`config.mk`:
```
export PLATFORM = sky130hd
export DESIGN_NAME = sid_voice_bank
export DESIGN_NICKNAME = d
export VERILOG_FILES = /design/src/rtl/sid_voice_bank.sv
export SDC_FILE = /design/constraint.sdc
export NUM_CORES = 1
export LEC_CHECK = 0
export ABC_AREA = 1
export CAP_MARGIN = 25
export CELL_PAD_IN_SITES_DETAIL_PLACEMENT = 1
export CELL_PAD_IN_SITES_GLOBAL_PLACEMENT = 2
export CORE_MARGIN = 8
export CORE_UTILIZATION = 39
export CTS_BUF_LIST = sky130_fd_sc_hd__clkbuf_8
export DETAILED_ROUTE_END_ITERATION = 10
export PLACE_DENSITY_LB_ADDON = 0.1
export SYNTH_ARGS = -nofsm -noshare
export SYNTH_HDL_FRONTEND = slang
export SYNTH_SLANG_ARGS = --single-unit
```
`constraint.sdc`:
```
create_clock -name clk -period 12.8 [get_ports clk]
set_input_delay 3.2 -clock clk [delete_from_list [all_inputs] [get_ports clk]]
set_output_delay 3.2 -clock clk [all_outputs]
set_load 0.005 [all_outputs]
```
`src/rtl/sid_voice_bank.sv`:
```
// sid_voice_bank: time-multiplexed tone generator, one voice per enabled slot, mixed into a volume-scaled sample.
// Define SID_VOICE_NOISE_EN to give each voice a 15-bit noise LFSR (wave select 11).
module sid_voice_bank #(
    parameter int VOICES = 4
) (
    input  logic        clk,
    input  logic        rst,
    input  logic [5:0]  addr,
    input  logic [7:0]  bus_in,
    output logic [7:0]  bus_out,
    input  logic        bus_cyc,
    input  logic        bus_we,
    output logic [14:0] sample_out,
    output logic        sample_ready
);
    logic [23:0] r_freq    [VOICES];
    logic [11:0] r_pw      [VOICES];
    logic [7:0]  r_ctrl    [VOICES];
    logic [7:0]  r_rate    [VOICES];
    logic [7:0]  r_level   [VOICES];
    logic [7:0]  r_ratectr [VOICES];
    logic [23:0] r_acc     [VOICES];
`ifdef SID_VOICE_NOISE_EN
    logic [14:0] r_lfsr    [VOICES];
    logic [14:0] w_lfsr;
    logic [14:0] w_lfsrNext;
`endif
    logic [3:0]  r_vol;
    logic [1:0]  r_clkTrg;
    logic [1:0]  r_ctr;
    logic [2:0]  r_slot;
    logic [14:0] r_mix;
    logic [7:0]  r_busOut;
    logic [14:0] r_sampleOut;
    logic        r_sampleReady;

    logic        w_en;
    logic        w_isVoiceSlot;
    logic        w_write;
    logic [23:0] w_acc;
    logic [23:0] w_freq;
    logic [23:0] w_accNext;
    logic [11:0] w_pw;
    logic [11:0] w_top;
    logic [11:0] w_wave;
    logic [7:0]  w_rate;
    logic [7:0]  w_level;
    logic [7:0]  w_ratectr;
    logic [7:0]  w_levelNext;
    logic [7:0]  w_ratectrNext;
    logic [7:0]  w_rdData;
    logic        w_gate;
    logic        w_test;
    logic        w_step;
    logic [1:0]  w_waveSel;
    logic [11:0] w_contrib;
    logic [14:0] w_sample;

    assign w_en          = (r_clkTrg == 2'd0) || (r_ctr == r_clkTrg);
    assign w_isVoiceSlot = r_slot < 3'(VOICES);
    assign w_write       = bus_cyc && bus_we;
    assign w_sample      = 15'(({4'd0, r_mix} * {15'd0, r_vol}) >> 4);

    // Select the state of the voice owned by the current slot.
    always_comb begin
        w_acc     = '0;
        w_freq    = '0;
        w_pw      = '0;
        w_rate    = '0;
        w_level   = '0;
        w_ratectr = '0;
        w_gate    = 1'b0;
        w_test    = 1'b0;
        w_waveSel = '0;
`ifdef SID_VOICE_NOISE_EN
        w_lfsr    = '0;
`endif
        for (int v = 0; v < VOICES; v++) begin
            if (r_slot == 3'(v)) begin
                w_acc     = r_acc[v];
                w_freq    = r_freq[v];
                w_pw      = r_pw[v];
                w_rate    = r_rate[v];
                w_level   = r_level[v];
                w_ratectr = r_ratectr[v];
                w_gate    = r_ctrl[v][0];
                w_waveSel = r_ctrl[v][3:2];
                w_test    = r_ctrl[v][4];
`ifdef SID_VOICE_NOISE_EN
                w_lfsr    = r_lfsr[v];
`endif
            end
        end
    end

    always_comb begin
        w_accNext = w_test ? 24'd0 : w_acc + w_freq;
        w_top     = w_accNext[23:12];
        w_wave    = 12'h000;
        case (w_waveSel)
            2'b00:   w_wave = w_top;
            2'b01:   w_wave = {w_top[10:0] ^ {11{w_top[11]}}, 1'b0};
            2'b10:   w_wave = (w_top >= w_pw) ? 12'hFFF : 12'h000;
            default: begin
`ifdef SID_VOICE_NOISE_EN
                w_wave = {w_lfsr[14:4], 1'b0};
`else
                w_wave = 12'h000;
`endif
            end
        endcase
`ifdef SID_VOICE_NOISE_EN
        w_lfsrNext = w_lfsr;
        if (w_test) begin
            w_lfsrNext = 15'h7FFF;
        end else if (!w_acc[19] && w_accNext[19]) begin
            w_lfsrNext = {w_lfsr[13:0], w_lfsr[14] ^ w_lfsr[13]};
        end
`endif
        // Envelope steps when the rate counter reaches rate; the mix uses the pre-step level.
        w_step        = (w_ratectr == w_rate);
        w_ratectrNext = w_step ? 8'd0 : w_ratectr + 8'd1;
        w_levelNext   = w_level;
        if (w_step) begin
            if (w_gate) begin
                if (w_level != 8'hFF) w_levelNext = w_level + 8'd1;
            end else if (w_level != 8'h00) begin
                w_levelNext = w_level - 8'd1;
            end
        end
        w_contrib = 12'(({8'd0, w_wave} * {12'd0, w_level}) >> 8);
    end

    always_comb begin
        w_rdData = 8'h00;
        case (addr)
            6'd56:   w_rdData = {4'd0, r_vol};
            6'd57:   w_rdData = {6'd0, r_clkTrg};
            6'd59:   w_rdData = {5'b10100, 3'(VOICES)};
            default: w_rdData = 8'h00;
        endcase
        for (int v = 0; v < VOICES; v++) begin
            if (addr[5:3] == 3'(v)) begin
                case (addr[2:0])
                    3'd0:    w_rdData = r_freq[v][7:0];
                    3'd1:    w_rdData = r_freq[v][15:8];
                    3'd2:    w_rdData = r_freq[v][23:16];
                    3'd3:    w_rdData = r_pw[v][7:0];
                    3'd4:    w_rdData = {4'd0, r_pw[v][11:8]};
                    3'd5:    w_rdData = r_ctrl[v];
                    3'd6:    w_rdData = r_rate[v];
                    default: w_rdData = r_level[v];
                endcase
            end
        end
    end

    always_ff @(posedge clk) begin
        if (rst) begin
            for (int v = 0; v < VOICES; v++) begin
                r_freq[v]    <= '0;
                r_pw[v]      <= 12'h800;
                r_ctrl[v]    <= '0;
                r_rate[v]    <= '0;
                r_level[v]   <= '0;
                r_ratectr[v] <= '0;
                r_acc[v]     <= '0;
`ifdef SID_VOICE_NOISE_EN
                r_lfsr[v]    <= 15'h7FFF;
`endif
            end
            r_vol         <= '0;
            r_clkTrg      <= '0;
            r_ctr         <= '0;
            r_slot        <= '0;
            r_mix         <= '0;
            r_busOut      <= '0;
            r_sampleOut   <= '0;
            r_sampleReady <= 1'b0;
        end else begin
            r_sampleReady <= 1'b0;
            if (bus_cyc) r_busOut <= w_rdData;
            if (w_write && addr == 6'd56) r_vol <= bus_in[3:0];
            if (w_write && addr == 6'd57) r_clkTrg <= bus_in[1:0];
            r_ctr <= w_en ? 2'd0 : r_ctr + 2'd1;
            if (w_en) begin
                if (w_isVoiceSlot) begin
                    r_slot <= r_slot + 3'd1;
                    r_mix  <= r_mix + {3'd0, w_contrib};
                end else begin
                    r_slot        <= 3'd0;
                    r_mix         <= '0;
                    r_sampleOut   <= w_sample;
                    r_sampleReady <= 1'b1;
                end
            end
            for (int v = 0; v < VOICES; v++) begin
                if (w_write && addr[5:3] == 3'(v)) begin
                    case (addr[2:0])
                        3'd0:    r_freq[v][7:0]   <= bus_in;
                        3'd1:    r_freq[v][15:8]  <= bus_in;
                        3'd2:    r_freq[v][23:16] <= bus_in;
                        3'd3:    r_pw[v][7:0]     <= bus_in;
                        3'd4:    r_pw[v][11:8]    <= bus_in[3:0];
                        3'd5:    r_ctrl[v]        <= bus_in;
                        3'd6:    r_rate[v]        <= bus_in;
                        default: ;
                    endcase
                end
                if (w_en && r_slot == 3'(v)) begin
                    r_acc[v]     <= w_accNext;
                    r_level[v]   <= w_levelNext;
                    r_ratectr[v] <= w_ratectrNext;
`ifdef SID_VOICE_NOISE_EN
                    r_lfsr[v]    <= w_lfsrNext;
`endif
                end
            end
        end
    end

    assign bus_out      = r_busOut;
    assign sample_out   = r_sampleOut;
    assign sample_ready = r_sampleReady;
endmodule

```
==> metrics.md <==
| Metric | Value |
|---|---|
| Die ar. | 0.0771 sq mm |
| Slew Limit Fails | 0 |
| Tcrit/Tclk final | 0.917 |
| Grt ovf | 0 |
| # IOs | 42 |
| Post-synthesis sequential area ratio | 0.452 |
| TritonCTS Sinks | between 400 and 500 |
| Total Wirelength | 105000 microns |
| Global placement routability congestion | around 0.91 |
| Ys flop type | edfxtp_1 |
| Worst-path fanout max | 34 |
| Area contributors post-synth | edfxtp_1 (41%), nand2_1 (8.6%), nor2_1 (7.7%) |
| Min Hold Slack | 458 ps |
| Hold Path Depth | 2 |
| Total Nets Final | approximately 3400 |
| Setup WS pre-CTS | 797 ps |
| RSZ-0062 raised after global routing | false |
| Slowest CP cell | fa_1 |
| Crit. End Element | flop |
| Reg2reg end | r_mix[14]$_SDFFE_PP0N_ |
| Post-synth cell types | 61 |
| Syn nets | 3351 |
| Clock latency on the worst-skew pair | 700 ps |
| Syn avg cell area | 8.52 sq um |
| Initial core utilization | 0.391 |
| Mapped Area | approximately 0.027 sq mm |
| Fin. Hold Viols | 0 |
| CP delay by family, top | adder cells |
| Routed Antenna Nets | 0 |
| First-pass GRT wire length | 158000 microns |
| Startpoint Class | flop |
| Vias in the first global route | 24668 |
| WHS Endpoint | sample_out[8]$_SDFFE_PP0P_ |
| Chip width | approximately 280 microns |
| Layout area overhead | 12.4% |
| Drt via density | ~5.7 |
| Worst r2r src | r_slot[1]$_SDFFE_PP0N_ |
| Initial antenna violation count | 2 |
| Port Buffers | a little over 40 |
| Post-detailed-route DRC marker count | 0 |
| P_leak | approximately 13 nW |
| Crit path required time | about 13000 ps |
| Routed len/inst | about 25 microns |
| Synth area leader | edfxtp_1 |
| Die Y | between 200 and 300 microns |
| Design area | about 0.030 sq mm |
| Placed Area | between 0.02 and 0.03 sq mm |
| Clock Skew | 41.7 ps |
| CP bufs+invs | 13 |
| Setup ws final | roughly 1100 ps |
| CP Data Arrival Time | ~12000 ps |
| Post-CTS Hold Fix Bufs | 0 |
| Slew @ Worst Pin | 954 ps |
| Mapped Cells | 3133 |
| Kind of critical path | reg2reg |
| Syn. warnings | 0 |
| DP Wirelength | about 76000 microns |
| CP peak stage delay | roughly 500 ps |
| Yosys top cell area share | 0.414 |
| Root buffer cell | clkbuf_8 |
| Core Footprint | 0.0682 sq mm |
| Post-synth ARST share | 0 |
| Commonest cells after routing, fill and taps aside | nand2_1 (604), nor2_1 (548), inv_1 (408) |
| CTS tree | done |
| Post-synthesis register bit count | between 400 and 500 |
| TritonRoute pass-1 iters | 5 |
| HP Class | reg2reg |
| R2R setup slack | 1060 ps |
| CTS Buffer Depth | 3 |
| VDD IR-drop max | 0.169 mV |
| Iter 0 DRT Violations | roughly 2300 |
| Clk pin slew, worst setup/hold paths | 60 ps |
| Crit-path most repeated cell | inv_1 |
| Routed vias | approximately 24000 |
| Largest net degree at the start of global routing | approximately 100 |
| Num rows | 96 |
| Most common cell after layout, fill and taps aside | nand2_1 |
| Overall power | around 5.9 mW |
| EDFF count, synth | 368 |
| Setup-failing EPs final | 0 |
| Status | finished clean |
| Hold_sp | sample_out[8]$_SDFFE_PP0P_ |
| Fmax | 85.2 MHz |
| Max_slew headroom | 0.357 |
| Layout cell share with drive strength beyond 1 | 0.0747 |
| H-tree Lvls | 3 |
| Number of max-cap violations | 0 |
| Setup TNS | 0 ps |
| Clock buffer count from CTS | 79 |
| Tot GR Track Use | 0.269 |
| Post-route minimum period | roughly 12000 ps |
| R2R depth | 56 |
| P per Cell Area | 197 mW/mm^2 |
-- power by group --
group          internal [mW]  total, mW  leakage [nW]  switching (mW)
combinational          0.908       2.89          8.02            1.98
clock                  0.663       1.30         0.856           0.636
sequential              1.63       1.72          4.09          0.0862
total                   3.20       5.90          13.0            2.70
-- worst max path at each step --
stage,endpoint,depth (start not counted),slack [ps],startpoint
final,r_mix[14]$_SDFFE_PP0N_,56,1060,r_slot[1]$_SDFFE_PP0N_
after global routing,r_mix[14]$_SDFFE_PP0N_,55,50,r_slot[0]$_SDFFE_PP0N_
after detailed placement,r_mix[14]$_SDFFE_PP0N_,56,800,r_slot[1]$_SDFFE_PP0N_
after global placement,r_mix[14]$_SDFFE_PP0N_,55,1210,r_slot[0]$_SDFFE_PP0N_
after CTS,r_mix[14]$_SDFFE_PP0N_,56,760,r_slot[1]$_SDFFE_PP0N_
after floorplan,r_mix[14]$_SDFFE_PP0N_,64,2830,r_slot[1]$_SDFFE_PP0N_
-- sequential cells by signal, summed over array words and instances, names as in the netlist, 3 cells and up --
register    count
sample_out     15
r_acc          96
r_pw           48
r_level        32
r_rate         32
r_ratectr      32
r_vol           4
r_slot          3
r_ctrl         32
bus_out         8
r_freq         96
r_mix          15
-- per-stage QoR --
step,utilization,std cells
final,0.440,4137
after detailed placement,0.416,3989
after global routing,0.440,4136
after floorplan,-,3133
after CTS,0.438,4127
after global placement,0.412,3969
-- synthesized netlist by cell type (4+ instances only) --
| cell type | n |
|---|---|
| fa_1 | 86 |
| nand2_1 | 609 |
| clkbuf_1 | 106 |
| xor2_1 | 24 |
| a22oi_1 | 8 |
| or2_2 | 15 |
| dfxtp_1 | 50 |
| a31oi_1 | 13 |
| o221ai_1 | 4 |
| ha_1 | 114 |
| nor2_2 | 4 |
| nor2_1 | 550 |
| buf_2 | 13 |
| o21ai_0 | 181 |
| a211oi_1 | 5 |
| a21oi_1 | 144 |
| o31ai_1 | 22 |
| and2_1 | 6 |
| edfxtp_1 | 368 |
| o22ai_1 | 42 |
| nor3_1 | 18 |
| inv_1 | 388 |
| inv_2 | 8 |
| o2111ai_1 | 9 |
| a22o_1 | 13 |
| xnor2_1 | 7 |
| buf_1 | 18 |
| a221oi_1 | 83 |
| o211ai_1 | 19 |
| o21ai_2 | 4 |
| clkinv_1 | 5 |
| nand4_1 | 25 |
| o21ai_1 | 9 |
| o21bai_1 | 5 |
| nand3_1 | 115 |
-- metal layers --
layer,share of wire,wire (microns),global-route usage,up-vias
met2,0.46,48600,0.437,858
met5,0.00012,13,0,-
met1,0.44,46400,0.367,12031
met3,0.071,7520,0.0466,177
met4,0.028,2970,0.0809,2
li1,-,-,-,10692
-- kinds of logic after synthesis --
| family | Yosys count | synth area share |
|---|---|---|
| buffers and inverters | 544 | 0.0784 |
| adder cells (fa/ha/maj) | 200 | 0.118 |
| AND/OR/NAND/NOR | 1354 | 0.204 |
| flip-flops | 418 | 0.452 |
| XOR/XNOR | 31 | 0.0102 |
| AO/OA/AOI/OAI | 586 | 0.138 |
-- worst min-delay path, delay by kind of cell (launching register included) --
family	cells	cell delay [ps]
flops	1	310
simple gates	2	110
-- final cells by class --
type | instances | area (sq um)
antenna | 2 | 5.00
clock buffer | 82 | 1130
clock inverter | 56 | 372
fill | 8041 | 38200
inverter | 401 | 1510
multi-input combinational | 2172 | 12600
sequential | 418 | 12100
tap | 882 | 1100
timing repair buffer | 124 | 1190
-- repair_timing --
item / CTS / global route
buffers inserted: 0 / 2
setup endpoints to repair: 0 / 3
gates resized for setup: 0 / 8
endpoints found under the hold margin: 0 / 0
Power figures use the tool's default switching activity.
